--- config.mk ---
export PLATFORM = sky130hd
export DESIGN_NAME = lz4_seq_encoder_flat
export DESIGN_NICKNAME = d
export VERILOG_FILES = /design/src/rtl/lz4_seq_encoder_if.sv /design/src/rtl/lz4_seq_encoder.sv /design/src/flat_wrapper.sv
export SDC_FILE = /design/constraint.sdc
export NUM_CORES = 1
export LEC_CHECK = 0
export BUFFER_PORTS_ARGS = -buffer_cell sky130_fd_sc_hd__buf_4
export CORE_MARGIN = 5
export CORE_UTILIZATION = 63
export CTS_CLUSTER_SIZE = 25
export DETAILED_ROUTE_END_ITERATION = 10
export GPL_ROUTABILITY_DRIVEN = 0
export GPL_TIMING_DRIVEN = 0
export PLACE_DENSITY_LB_ADDON = 0.1
export SYNTH_ARGS = -nofsm -noshare
export SYNTH_HDL_FRONTEND = slang
export SYNTH_SLANG_ARGS = --single-unit
--- constraint.sdc ---
create_clock -name clk -period 4 [get_ports clk]
set_clock_uncertainty 0.05 [all_clocks]
set_input_delay 0 -clock clk [delete_from_list [all_inputs] [get_ports clk]]
set_output_delay 0 -clock clk [all_outputs]
set_load 0.02 [all_outputs]
--- src/rtl/lz4_seq_encoder_if.sv ---
// Handshake bundle around the LZ4 sequence encoder: descriptor FIFO read port,
// literal byte stream in, encoded byte stream out.
interface lz4_seq_encoder_if;
    logic [46:0] fifo_dout;
    logic        fifo_empty;
    logic        fifo_valid;
    logic        fifo_rd_en;
    logic [7:0]  lit_data;
    logic        lit_valid;
    logic        lit_ready;
    logic [7:0]  out_data;
    logic        out_valid;
    logic        out_ready;
    logic        out_last;

    modport master (
        input  fifo_dout, fifo_empty, fifo_valid, lit_data, lit_valid, out_ready,
        output fifo_rd_en, lit_ready, out_data, out_valid, out_last
    );

    modport slave (
        output fifo_dout, fifo_empty, fifo_valid, lit_data, lit_valid, out_ready,
        input  fifo_rd_en, lit_ready, out_data, out_valid, out_last
    );
endinterface

--- src/rtl/lz4_seq_encoder.sv ---
// Serialises one LZ4 sequence descriptor plus its literal bytes into the LZ4
// block byte format through a single registered output byte.
module lz4_seq_encoder #(
    parameter int LIT_W     = 14,
    parameter int ML_W      = 16,
    parameter int MIN_MATCH = 4
) (
    input  logic                clk,
    input  logic                rst,
    lz4_seq_encoder_if.master   bus,
    output logic                busy,
    output logic                err
);
    localparam int RW = (LIT_W > ML_W) ? LIT_W : ML_W;

    typedef enum logic [3:0] {
        S_IDLE, S_POP, S_WAIT, S_TOKEN, S_LEXT, S_LIT, S_OFF_LO, S_OFF_HI, S_MEXT
    } state_t;

    state_t state, state_n;

    logic [LIT_W-1:0] ll_q, cnt_q, cnt_n;
    logic [ML_W-1:0]  ml_q;
    logic [15:0]      off_q;
    logic             last_q;
    logic [RW-1:0]    rem_q, rem_n;
    logic [7:0]       out_data_q;
    logic             out_valid_q, out_last_q, err_q;

    logic             free, load, load_last, capture, rd_en, lit_rdy;
    logic [7:0]       load_byte;

    logic [LIT_W-1:0] f_ll;
    logic [ML_W-1:0]  f_ml;
    logic [15:0]      f_off;
    logic             f_last;
    logic             ll_big, ml_big, rem_big;
    logic [3:0]       tok_hi, tok_lo;

    assign f_last = bus.fifo_dout[46];
    assign f_ll   = bus.fifo_dout[32 +: LIT_W];
    assign f_off  = bus.fifo_dout[31:16];
    assign f_ml   = bus.fifo_dout[ML_W-1:0];

    assign ll_big  = ll_q >= LIT_W'(15);
    assign ml_big  = ml_q >= ML_W'(15);
    assign rem_big = rem_q >= RW'(255);
    assign tok_hi  = ll_big ? 4'hF : ll_q[3:0];
    assign tok_lo  = last_q ? 4'h0 : (ml_big ? 4'hF : ml_q[3:0]);

    // The output register is free when empty or being drained this cycle.
    assign free = !out_valid_q || bus.out_ready;

    always_ff @(posedge clk or posedge rst) begin
        if (rst) state <= S_IDLE;
        else     state <= state_n;
    end

    always_comb begin
        state_n   = state;
        rem_n     = rem_q;
        cnt_n     = cnt_q;
        load      = 1'b0;
        load_byte = 8'h00;
        load_last = 1'b0;
        capture   = 1'b0;
        rd_en     = 1'b0;
        lit_rdy   = 1'b0;
        case (state)
            S_IDLE: begin
                if (!bus.fifo_empty) begin
                    rd_en   = 1'b1;
                    state_n = S_POP;
                end
            end
            S_POP, S_WAIT: begin
                if (bus.fifo_valid) begin
                    capture = 1'b1;
                    state_n = S_TOKEN;
                end else begin
                    state_n = S_WAIT;
                end
            end
            S_TOKEN: begin
                if (free) begin
                    load      = 1'b1;
                    load_byte = {tok_hi, tok_lo};
                    if (ll_big) begin
                        rem_n   = RW'(ll_q) - RW'(15);
                        state_n = S_LEXT;
                    end else if (ll_q != '0) begin
                        cnt_n   = ll_q;
                        state_n = S_LIT;
                    end else if (last_q) begin
                        load_last = 1'b1;
                        state_n   = S_IDLE;
                    end else begin
                        state_n = S_OFF_LO;
                    end
                end
            end
            S_LEXT, S_MEXT: begin
                if (free) begin
                    load = 1'b1;
                    if (rem_big) begin
                        load_byte = 8'hFF;
                        rem_n     = rem_q - RW'(255);
                    end else begin
                        load_byte = rem_q[7:0];
                        cnt_n     = ll_q;
                        state_n   = (state == S_LEXT) ? S_LIT : S_IDLE;
                    end
                end
            end
            S_LIT: begin
                lit_rdy = free;
                if (free && bus.lit_valid) begin
                    load      = 1'b1;
                    load_byte = bus.lit_data;
                    cnt_n     = cnt_q - LIT_W'(1);
                    if (cnt_q == LIT_W'(1)) begin
                        load_last = last_q;
                        state_n   = last_q ? S_IDLE : S_OFF_LO;
                    end
                end
            end
            S_OFF_LO: begin
                if (free) begin
                    load      = 1'b1;
                    load_byte = off_q[7:0];
                    state_n   = S_OFF_HI;
                end
            end
            S_OFF_HI: begin
                if (free) begin
                    load      = 1'b1;
                    load_byte = off_q[15:8];
                    if (ml_big) begin
                        rem_n   = RW'(ml_q) - RW'(15);
                        state_n = S_MEXT;
                    end else begin
                        state_n = S_IDLE;
                    end
                end
            end
            default: state_n = S_IDLE;
        endcase
    end

    // Descriptor capture, counters and the single registered output byte.
    always_ff @(posedge clk or posedge rst) begin
        if (rst) begin
            ll_q        <= '0;
            ml_q        <= '0;
            off_q       <= '0;
            last_q      <= 1'b0;
            rem_q       <= '0;
            cnt_q       <= '0;
            out_data_q  <= '0;
            out_valid_q <= 1'b0;
            out_last_q  <= 1'b0;
            err_q       <= 1'b0;
        end else begin
            rem_q <= rem_n;
            cnt_q <= cnt_n;
            if (capture) begin
                ll_q   <= f_ll;
                off_q  <= f_off;
                last_q <= f_last;
                ml_q   <= (f_ml < ML_W'(MIN_MATCH)) ? '0 : f_ml - ML_W'(MIN_MATCH);
                if (!f_last && ((f_ml < ML_W'(MIN_MATCH)) || (f_off == 16'h0000)))
                    err_q <= 1'b1;
            end
            if (load) begin
                out_data_q  <= load_byte;
                out_last_q  <= load_last;
                out_valid_q <= 1'b1;
            end else if (out_valid_q && bus.out_ready) begin
                out_valid_q <= 1'b0;
                out_last_q  <= 1'b0;
            end
        end
    end

    assign bus.fifo_rd_en = rd_en && !rst;
    assign bus.lit_ready  = lit_rdy;
    assign bus.out_data   = out_data_q;
    assign bus.out_valid  = out_valid_q;
    assign bus.out_last   = out_last_q;
    assign busy           = (state != S_IDLE) || out_valid_q;
    assign err            = err_q;
endmodule

--- src/flat_wrapper.sv ---
// flat-port wrapper written by rule: the top's interface ports become plain ports
module lz4_seq_encoder_flat 
#(
    parameter int LIT_W     = 14,
    parameter int ML_W      = 16,
    parameter int MIN_MATCH = 4
)
  (clk, rst, busy, err, bus_fifo_dout, bus_fifo_empty, bus_fifo_valid, bus_lit_data, bus_lit_valid, bus_out_ready, bus_fifo_rd_en, bus_lit_ready, bus_out_data, bus_out_valid, bus_out_last);
  lz4_seq_encoder_if bus_i ();
  input  logic clk;
  input  logic rst;
  output logic busy;
  output logic err;
  input wire logic [$bits(bus_i.fifo_dout)-1:0] bus_fifo_dout;
  input wire logic [$bits(bus_i.fifo_empty)-1:0] bus_fifo_empty;
  input wire logic [$bits(bus_i.fifo_valid)-1:0] bus_fifo_valid;
  input wire logic [$bits(bus_i.lit_data)-1:0] bus_lit_data;
  input wire logic [$bits(bus_i.lit_valid)-1:0] bus_lit_valid;
  input wire logic [$bits(bus_i.out_ready)-1:0] bus_out_ready;
  output wire logic [$bits(bus_i.fifo_rd_en)-1:0] bus_fifo_rd_en;
  output wire logic [$bits(bus_i.lit_ready)-1:0] bus_lit_ready;
  output wire logic [$bits(bus_i.out_data)-1:0] bus_out_data;
  output wire logic [$bits(bus_i.out_valid)-1:0] bus_out_valid;
  output wire logic [$bits(bus_i.out_last)-1:0] bus_out_last;
  assign bus_i.fifo_dout = bus_fifo_dout;
  assign bus_i.fifo_empty = bus_fifo_empty;
  assign bus_i.fifo_valid = bus_fifo_valid;
  assign bus_i.lit_data = bus_lit_data;
  assign bus_i.lit_valid = bus_lit_valid;
  assign bus_i.out_ready = bus_out_ready;
  assign bus_fifo_rd_en = bus_i.fifo_rd_en;
  assign bus_lit_ready = bus_i.lit_ready;
  assign bus_out_data = bus_i.out_data;
  assign bus_out_valid = bus_i.out_valid;
  assign bus_out_last = bus_i.out_last;
  lz4_seq_encoder #(.LIT_W(LIT_W), .ML_W(ML_W), .MIN_MATCH(MIN_MATCH)) u_core (.clk(clk), .rst(rst), .bus(bus_i), .busy(busy), .err(err));
endmodule
==> impl_metrics.csv, run 1 <==
group,metric,value,unit
clock_tree,cts_resized,0,
grt,antenna_found_initial,0,
clock_tree,cts_buffers,9,
setup_path,crit_start,"u_core.state[0]$_DFFE_PP0P_",
synth,synth_top_area_share,40.0,%
layout,layout-drive-gt1-share,19.9,%
synth,ys_types,68,
synth,ys_ff_latch,92,
setup_path,cp-start-kind,"flop",
setup_path,critPathKind,"reg2reg",
timing,rsz0062_at_grt,"no",
worst_hold_path,hold_path.class,"in2reg",
floorplanning,boundaryPins,75,
floorplanning,core_area,8810,um2
clock_tree,insertion_delay,380,ps
synth,syn-num-nets,705,
clock_tree,htreeDepth,3,
floorplanning,dieHeight,106,um
power,p_per_area,784,nW/um2
power,ir_worst_vdd,487,uV
grt,grt_pass1_vias,6000,
flow_run,cap_violations,0,
synth,synthCells,637,
clock_tree,cts_tree,"done",
worst_hold_path,hold_path.startpoint,"bus_lit_data[7]",
route,totalWireLength,18000,um
timing,setup_viol,0,
power,leakage,2.99,nW
timing,setup-tns-final,0,ps
timing,finalHoldViolations,0,
timing,worst_pin_slew,1240,ps
outcome,status,"finished clean",
clock_tree,cts.sinks,92,
route,dr_total_vias,5974,
timing,final-max-slew-violation-count,0,
grt,grt_max_degree,57,
grt,track_usage,33.0,%
place,pre_cts_slack,1020,ps
setup_path,reg2reg_to,"u_core.rem_q[8]$_DFFE_PP0P_",
synth,synth_common_cells,"dfrtp_1 (92), nand2_1 (72), o21ai_0 (57), nor2_1 (39)",
route,drc,0,
layout,synthToLayoutAreaGrowth,25.6,%
setup_path,reg2reg_depth,8,
floorplanning,die_area,11100,um2
setup_path,crit_fanout,10,
floorplanning,start_util,65.3,%
setup_path,cp.required,4190,ps
setup_path,r2r_slack,840,ps
timing,postLayoutSetupSlackWorst,839,ps
layout,num-fill-cells,501,
grt,grt_first_pass_wirelength,29700,um
synth,async_reset_ff_share,100,%
synth,yosysSeqAreaShare,40.0,%
synth,yosysMostFrequentCell,"dfrtp_1",
layout,seq_area,2300,um2
timing,finalCriticalPeriod,3160,ps
layout,diodes,0,
timing,max_freq,316,MHz
route,drtAntennaViolNets,0,
layout,nNetsFinal,842,
synth,yosysTopAreaCell,"dfrtp_1",
synth,synth-edff-count,0,
setup_path,critPathCaptureType,"flop",
synth,yosys_warnings,0,
synth,synth-main-ff-cell,"dfrtp_1",
worst_hold_path,whs_endpoint,"u_core.bus.out_data[7]$_DFFE_PP0P_",
clock_tree,root_buffer,"clkbuf_8",
route,drt_first_iter_violations,815,
worst_hold_path,min_delay_path_depth,5,
floorplanning,die_w,106,um
floorplanning,row_count,34,
route,first_pass_iters,7,
route,post_drt_via_cell_ratio,6.74,
clock_tree,clockBufferDepth,2,
place,dpl.hpwl,11700,um
place,portBuffers,74,
layout,multi_input_area,3200,um2
timing,fin_crit_sh,79.0,%
clock_tree,path_clk_slew,100,ps
synth,syn_area,5750,um2
synth,synth_area_leaders,"dfrtp_1 (40%), mux2_2 (6.3%), o21ai_0 (5.0%)",
route,avgRoutedWirePerCell,20.3,um
setup_path,r2r_start,"u_core.state[0]$_DFFE_PP0P_",
setup_path,cp.arrival,3350,ps
synth,syn_avg_cell_area,9.03,um2
timing,slew_headroom,16.7,%
grt,grt-ovfl-total,0,
==> kinds of logic after synthesis <==
| group | synth area share (%) |
|---|---|
| buffers and inverters | 4.42 |
| xor gates and xnor gates | 5.48 |
| DFF | 40.0 |
| adders and majority gates | 1.52 |
| AOI/OAI and AO/OA | 21.3 |
| muxes | 6.44 |
| and+or+nand+nor | 20.9 |
==> flip-flops by register name, summed over array words and instances, names as in the netlist, 4 cells and up <==
name and count:
u_core.off_q 16, u_core.rem_q 16, u_core.ll_q 14, u_core.cnt_q 14
u_core.ml_q 16, u_core.state 4, u_core.bus.out_data 8
==> where the power goes <==
group	leakage (nW)	internal, mW	switching [mW]
registers	1.12	1.39	0.527
clock network	0.121	0.381	0.372
logic	1.75	1.28	1.71
==> how the worst max path moves through the flow <==
stage,end,slack [ps],cells after the start
after floorplan,u_core.cnt_q[0]$_DFFE_PP0P_,1530,7
after global placement,u_core.off_q[14]$_DFFE_PP0P_,500,2
after detailed placement,u_core.rem_q[8]$_DFFE_PP0P_,1020,8
after CTS,u_core.rem_q[8]$_DFFE_PP0P_,1010,8
after global routing,u_core.rem_q[8]$_DFFE_PP0P_,700,8
final,u_core.rem_q[8]$_DFFE_PP0P_,840,8
==> area by class of cell <==
| type | instances | share of cell area, % |
|---|---|---|
| inverters | 15 | 0.814 |
| clock buffers | 10 | 1.91 |
| repair buffers | 126 | 15.1 |
| flip-flops and latches | 92 | 31.9 |
| well taps | 108 | 1.87 |
| clock inverters | 6 | 1.42 |
| plain buffers | 34 | 2.74 |
| multi-input cells | 496 | 44.3 |
==> layout by cell type (no fill, tap or decap), types with 24 or more instances in the layout <==
master and count:
mux2_2 32, nor3_1 30, o21ai_0 57, nand2_1 72, nor2_1 39, buf_4 75
dlygate4sd3_1 52, dfrtp_1 92, a21oi_1 32, clkbuf_1 24
==> what timing repair did <==
action | in CTS | in global routing
setup buffers | 0 | 0
endpoints found under the hold margin | 85 | 0
hold buffers | 51 | 0
==> routing by layer <==
metal,up-vias,part of all wire [%],global-route usage [%],wire (um)
li1,2634,-,-,-
met2,444,47,55.2,8540
met1,2785,37,41.0,6670
met5,-,0,0,0
met3,111,10,6.17,1820
met4,0,5.4,16.5,966
==> worst max-delay path, stage by stage (launching register included) <==
cell	delay, ps
dfrtp_1	330
clkbuf_1	310
clkbuf_1	420
nand2_1	220
nor2_1	420
clkbuf_1	510
nor2_1	260
a222oi_1	390
o21ai_0	120
==> through the flow <==
stage          util (%)  power [mW]  instance area, um2  hold slack (ps)  std cells
2_1_floorplan         -        3.89                5750             33.1        637
6_report           82.0        5.66                7220             71.7        887
5_1_grt            82.0        6.02                7220             72.9        887
3_3_place_gp       73.2        4.57                6440              160        819
3_5_place_dp       73.5        4.69                6470             27.3        820
4_1_cts            82.0        5.49                7220             5.90        887
(Power assumes the default switching activity.)
==> inputs of run 2 (changes only) <==
--- a/config.mk
+++ b/config.mk
@@ -7,7 +7,7 @@
 export LEC_CHECK = 0
 export BUFFER_PORTS_ARGS = -buffer_cell sky130_fd_sc_hd__buf_4
 export CORE_MARGIN = 5
-export CORE_UTILIZATION = 63
+export CORE_UTILIZATION = 59
 export CTS_CLUSTER_SIZE = 25
 export DETAILED_ROUTE_END_ITERATION = 10
 export GPL_ROUTABILITY_DRIVEN = 0
==> constraint.sdc (replaced) <==
create_clock -name clk -period 3.15 [get_ports clk]
set_clock_uncertainty 0.05 [all_clocks]
set_input_delay 0 -clock clk [delete_from_list [all_inputs] [get_ports clk]]
set_output_delay 0 -clock clk [all_outputs]
set_load 0.02 [all_outputs]
==> run 2 against run 1 <==
- wire length fell by 5.2%
- sequential share of layout area about the same
- non-clock buffer count is the same
- clock-buffer cell count did not move
- setup slack worse by 540 ps
- register-to-register slack worse by 540 ps
- global-route usage is 2.7 points lower
- core utilization shrank 7.1 points
- clock power up 14%
- critical path depth unchanged
- final cell count rose by 2.8%
- first-iteration DRC count decreased by 21%
==> impl_metrics.csv, run 2 (synthesis results as in run 1) <==
group,metric,value,unit
outcome,status,"finished clean",
layout,largest_registers,"u_core.ml_q: 16 flops, u_core.off_q: 16 flops, u_core.rem_q: 16 flops",
grt,grt_max_degree,48,
route,totalWireLength,17100,um
clock_tree,post_cts_buffers,0,
route,dr_total_vias,5749,
setup_path,critPathCaptureType,"flop",
setup_path,cp-start-kind,"flop",
clock_tree,clockBufferDepth,2,
setup_path,critPathKind,"reg2reg",
route,drt_first_iter_violations,644,
worst_hold_path,hold_path.class,"in2reg",
grt,antenna_found_initial,0,
layout,layout_common_cells,"dfrtp_1 (92), buf_4 (75), nand2_1 (72), o21ai_0 (57), dlygate4sd3_1 (52)",
clock_tree,insertion_delay,390,ps
worst_hold_path,min_delay_path_depth,5,
worst_hold_path,hold_path.startpoint,"bus_lit_data[6]",
timing,slew_headroom,15.2,%
timing,finalCriticalPeriod,2850,ps
power,leakage,2.98,nW
clock_tree,cts_buffers,9,
place,dpl.hpwl,12000,um
setup_path,crit_fanout,10,
grt,grt_pass1_vias,5785,
clock_tree,htreeDepth,3,
clock_tree,cts.sinks,92,
layout,final_cell_area,7230,um2
flow_run,cap_violations,0,
timing,max_freq,350,MHz
layout,final_common_cell,"dfrtp_1",
clock_tree,cts_tree,"done",
setup_path,reg2reg_to,"u_core.rem_q[11]$_DFFE_PP0P_",
timing,setup-tns-final,0,ps
setup_path,r2r_start,"u_core.state[0]$_DFFE_PP0P_",
layout,multi_input_area,3200,um2
floorplanning,die_w,109,um
layout,num-fill-cells,717,
route,post_drt_via_cell_ratio,6.30,
place,dpl_cell_area,6500,um2
floorplanning,die_area,11800,um2
grt,grt_first_pass_wirelength,28200,um
floorplanning,dieHeight,109,um
worst_hold_path,whs_endpoint,"u_core.bus.out_data[6]$_DFFE_PP0P_",
timing,finalHoldViolations,0,
setup_path,reg2reg_depth,8,
timing,fin_crit_sh,90.6,%
setup_path,cp.arrival,3100,ps
floorplanning,boundaryPins,75,
route,drtAntennaViolNets,0,
clock_tree,root_buffer,"clkbuf_8",
timing,worst_pin_slew,1260,ps
layout,synthToLayoutAreaGrowth,25.6,%
grt,grt-ovfl-total,0,
layout,diodes,0,
grt,track_usage,30.3,%
route,avgRoutedWirePerCell,18.7,um
timing,final-max-slew-violation-count,0,
floorplanning,core_area,9640,um2
timing,rsz0062_at_grt,"no",
layout,layout-drive-gt1-share,20.0,%
power,ir_worst_vdd,602,uV
power,p_per_area,968,nW/um2
layout,utilization,75.0,%
setup_path,cp.required,3390,ps
floorplanning,row_count,36,
route,first_pass_iters,6,
timing,setup_viol,0,
layout,nNetsFinal,842,
place,portBuffers,74,
setup_path,r2r_slack,300,ps
floorplanning,start_util,59.7,%
route,drc,0,
layout,seq_area,2300,um2
clock_tree,path_clk_slew,110,ps
run 2: what timing repair did:
action                     4_1_cts  5_1_grt
gates resized for setup          0        2
hold endpoints to repair        96        0
hold buffers                    51        0
setup endpoints to repair        0        7
run 2: worst max-delay path by stage:
stage | from | endpoint | slack (ps)
floorplan | u_core.ll_q[4]$_DFFE_PP0P_ | u_core.cnt_q[0]$_DFFE_PP0P_ | 680
global placement | rst | u_core.err$_DFFE_PP0P_ | -400
detailed placement | u_core.state[0]$_DFFE_PP0P_ | u_core.rem_q[8]$_DFFE_PP0P_ | 200
CTS | u_core.state[0]$_DFFE_PP0P_ | u_core.rem_q[8]$_DFFE_PP0P_ | 180
global route | u_core.ml_q[4]$_DFFE_PP0P_ | u_core.rem_q[6]$_DFFE_PP0P_ | 120
finish | u_core.state[0]$_DFFE_PP0P_ | u_core.rem_q[11]$_DFFE_PP0P_ | 300
run 2: area by class of cell:
type / count / share of cell area [%]
Buffer: 34 / 2.75
Clock buffer: 10 / 1.90
Clock inverter: 6 / 0.987
Inverter: 15 / 0.814
Multi-Input combinational cell: 496 / 44.2
Sequential cell: 92 / 31.9
Tap cell: 133 / 2.30
Timing Repair Buffer: 126 / 15.1
run 2: routing by layer:
metal / GRT usage (%) / routed length [um] / vias up
li1: - / - / 2636
met1: 37.3 / 6660 / 2749
met2: 52.3 / 8570 / 313
met3: 5.03 / 1310 / 51
met4: 13.2 / 518 / 0
met5: 0 / 0 / -
run 2: critical path: stages, from the launching register on:
cell and delay (ps):
dfrtp_1 330, clkbuf_1 320, clkbuf_1 410, nand2_1 240
nor2_1 360, clkbuf_2 350, clkbuf_1 400, a21oi_1 140
o21ai_0 180
run 2: where the power goes:
group,total (mW),switching [mW],internal [mW]
sequential,2.40,0.639,1.76
clock,0.857,0.460,0.397
combinational,3.74,2.11,1.63
run 2: metrics by stage:
stage	total power [mW]	hold slack, ps	instances	setup WS, ps
floorplan	4.94	33.1	637	682
detailed placement	5.98	80.1	845	205
global route	7.50	49.3	912	121
finish	6.99	22.1	912	295
global placement	5.84	162	844	-401
CTS	6.89	16.3	912	182
==> inputs of run 3 (changes only) <==
--- a/config.mk
+++ b/config.mk
@@ -6,8 +6,10 @@
 export NUM_CORES = 1
 export LEC_CHECK = 0
 export BUFFER_PORTS_ARGS = -buffer_cell sky130_fd_sc_hd__buf_4
+export CELL_PAD_IN_SITES_DETAIL_PLACEMENT = 0
+export CELL_PAD_IN_SITES_GLOBAL_PLACEMENT = 1
 export CORE_MARGIN = 5
-export CORE_UTILIZATION = 59
+export CORE_UTILIZATION = 45
 export CTS_CLUSTER_SIZE = 25
 export DETAILED_ROUTE_END_ITERATION = 10
 export GPL_ROUTABILITY_DRIVEN = 0
==> run 3 against run 2 <==
- non-clock buffer count down 1
- critical endpoint is now u_core.rem_q[8]$_DFFE_PP0P_
- largest power group unchanged
- global-route usage decreased by 6.7 points
- first-iteration DRC count shrank 26%
- wire length is 0.42% higher
- largest cell class unchanged
- combinational power fell by 1%
- flip-flop and latch count did not move
==> impl_metrics.csv, run 3 (synthesis results as in run 1) <==
group,metric,value,unit
outcome,status,"finished clean",
route,top_layer,"met4",
clock_tree,htreeDepth,3,
clock_tree,root_buffer,"clkbuf_16",
setup_path,crit_fanout,10,
timing,max_freq,347,MHz
grt,grt_first_pass_wirelength,27900,um
timing,finalCriticalPeriod,2880,ps
route,avgRoutedWirePerCell,18.0,um
layout,synthToLayoutAreaGrowth,27.5,%
floorplanning,die_area,15100,um2
timing,fin_crit_sh,91.5,%
layout,final_cell_area,7340,um2
clock_tree,path_clk_slew,70,ps
clock_tree,insertion_delay,360,ps
power,p_per_area,979,nW/um2
route,dr_total_vias,5521,
setup_path,critPathKind,"reg2reg",
layout,num-fill-cells,1094,
setup_path,cp.required,3370,ps
floorplanning,core_area,12600,um2
clock_tree,cts.sinks,92,
layout,final_common_cell,"dfrtp_1",
floorplanning,start_util,45.8,%
place,pre_cts_slack,43.4,ps
route,dr_wl_met2,8480,um
grt,track_usage,23.6,%
floorplanning,dieHeight,123,um
floorplanning,die_w,123,um
timing,finalHoldViolations,0,
floorplanning,row_count,41,
layout,nNetsFinal,841,
route,drtAntennaViolNets,0,
route,first_pass_iters,5,
power,ir_worst_vdd,420,uV
place,dpl.hpwl,12600,um
route,wl_met3,866,um
timing,rsz0062_at_grt,"no",
layout,layout-drive-gt1-share,19.9,%
timing,slew_headroom,19.3,%
layout,diodes,0,
grt,grt_max_degree,55,
layout,utilization,58.4,%
setup_path,critPathCaptureType,"flop",
timing,worst_pin_slew,1200,ps
route,post_drt_via_cell_ratio,5.81,
timing,setup_viol,0,
grt,antenna_found_initial,0,
layout,finalNonFillerCells,950,
grt,grt-ovfl-total,0,
timing,postLayoutSetupSlackWorst,267,ps
setup_path,cp-start-kind,"flop",
timing,setup-tns-final,0,ps
floorplanning,boundaryPins,75,
route,wl_met1,7510,um
layout,largest_registers,"u_core.ml_q: 16 flops, u_core.off_q: 16 flops, u_core.rem_q: 16 flops",
power,leakage,3.01,nW
layout,layout_common_cells,"dfrtp_1 (92), buf_4 (75), nand2_1 (72), o21ai_0 (57), dlygate4sd3_1 (51)",
place,dpl_cell_area,6550,um2
grt,grt_pass1_vias,5471,
flow_run,cap_violations,0,
clock_tree,clockBufferDepth,2,
route,drc,0,
route,totalWireLength,17100,um
clock_tree,cts_buffers,9,
route,drt_first_iter_violations,478,
place,portBuffers,74,
timing,final-max-slew-violation-count,0,
clock_tree,cts_tree,"done",
place,dpl.cell_count,884,
worst_hold_path,hold_path.class,"in2reg",
setup_path,cp.arrival,3100,ps
==> run 3: path summary, 6_finish.rpt <==
kind	start	to	slack, ps	cells past startpoint
max in group asynchronous	rst	u_core.rem_q[1]$_DFFE_PP0P_	2090	4
min in group asynchronous	rst	u_core.cnt_q[10]$_DFFE_PP0P_	290	3
worst min-delay path	bus_lit_data[0]	u_core.bus.out_data[0]$_DFFE_PP0P_	30	5
worst max-delay path	u_core.state[0]$_DFFE_PP0P_	u_core.rem_q[8]$_DFFE_PP0P_	270	8
worst max register to register	u_core.state[0]$_DFFE_PP0P_	u_core.rem_q[8]$_DFFE_PP0P_	270	8
worst min register to register	u_core.bus.out_data[0]$_DFFE_PP0P_	u_core.bus.out_data[0]$_DFFE_PP0P_	440	2
==> run 3: worst max-delay path, cell delays in order, from the launching register on <==
cell and delay [ps]:
dfrtp_1 320, clkbuf_1 330, clkbuf_1 410, nand2_1 230
nor2_1 360, clkbuf_2 340, clkbuf_1 430, a222oi_1 150
o21ai_0 180
==> run 3: layout make-up <==
class	count	area (um2)	share of cell area (%)
flip-flops and latches	92	2300	31.4
repair buffers	125	1080	14.7
multi-input cells	496	3200	43.6
clock inverters	4	32.5	0.443
inverters	15	58.8	0.802
well taps	172	215	2.93
clock buffers	12	256	3.50
plain buffers	34	199	2.71
==> run 3: per-layer routing <==
metal | global-route usage (%) | up-vias
met3 | 3.52 | 19
met2 | 40.0 | 165
li1 | - | 2640
met1 | 31.0 | 2697
met4 | 8.03 | 0
met5 | 0 | -
==> run 3: through the flow <==
stage / power [mW] / hold slack (ps)
floorplan: 4.94 / 33.1
global placement: 5.95 / 164
detailed placement: 6.04 / 129
CTS: 7.17 / 26.1
global route: 7.74 / 51.4
finish: 7.18 / 31.5
==> run 3: repair_timing <==
action,CTS,global route
gates resized for setup,0,2
endpoints found under the hold margin,102,0
buffers inserted,0,0
endpoints found under the setup margin,0,11
hold buffers,50,0
==> run 3: report_power, final <==
part | switching [mW] | internal (mW) | total [mW]
logic | 2.08 | 1.62 | 3.70
clock network | 0.491 | 0.585 | 1.08
registers | 0.643 | 1.76 | 2.41
total | 3.21 | 3.97 | 7.18
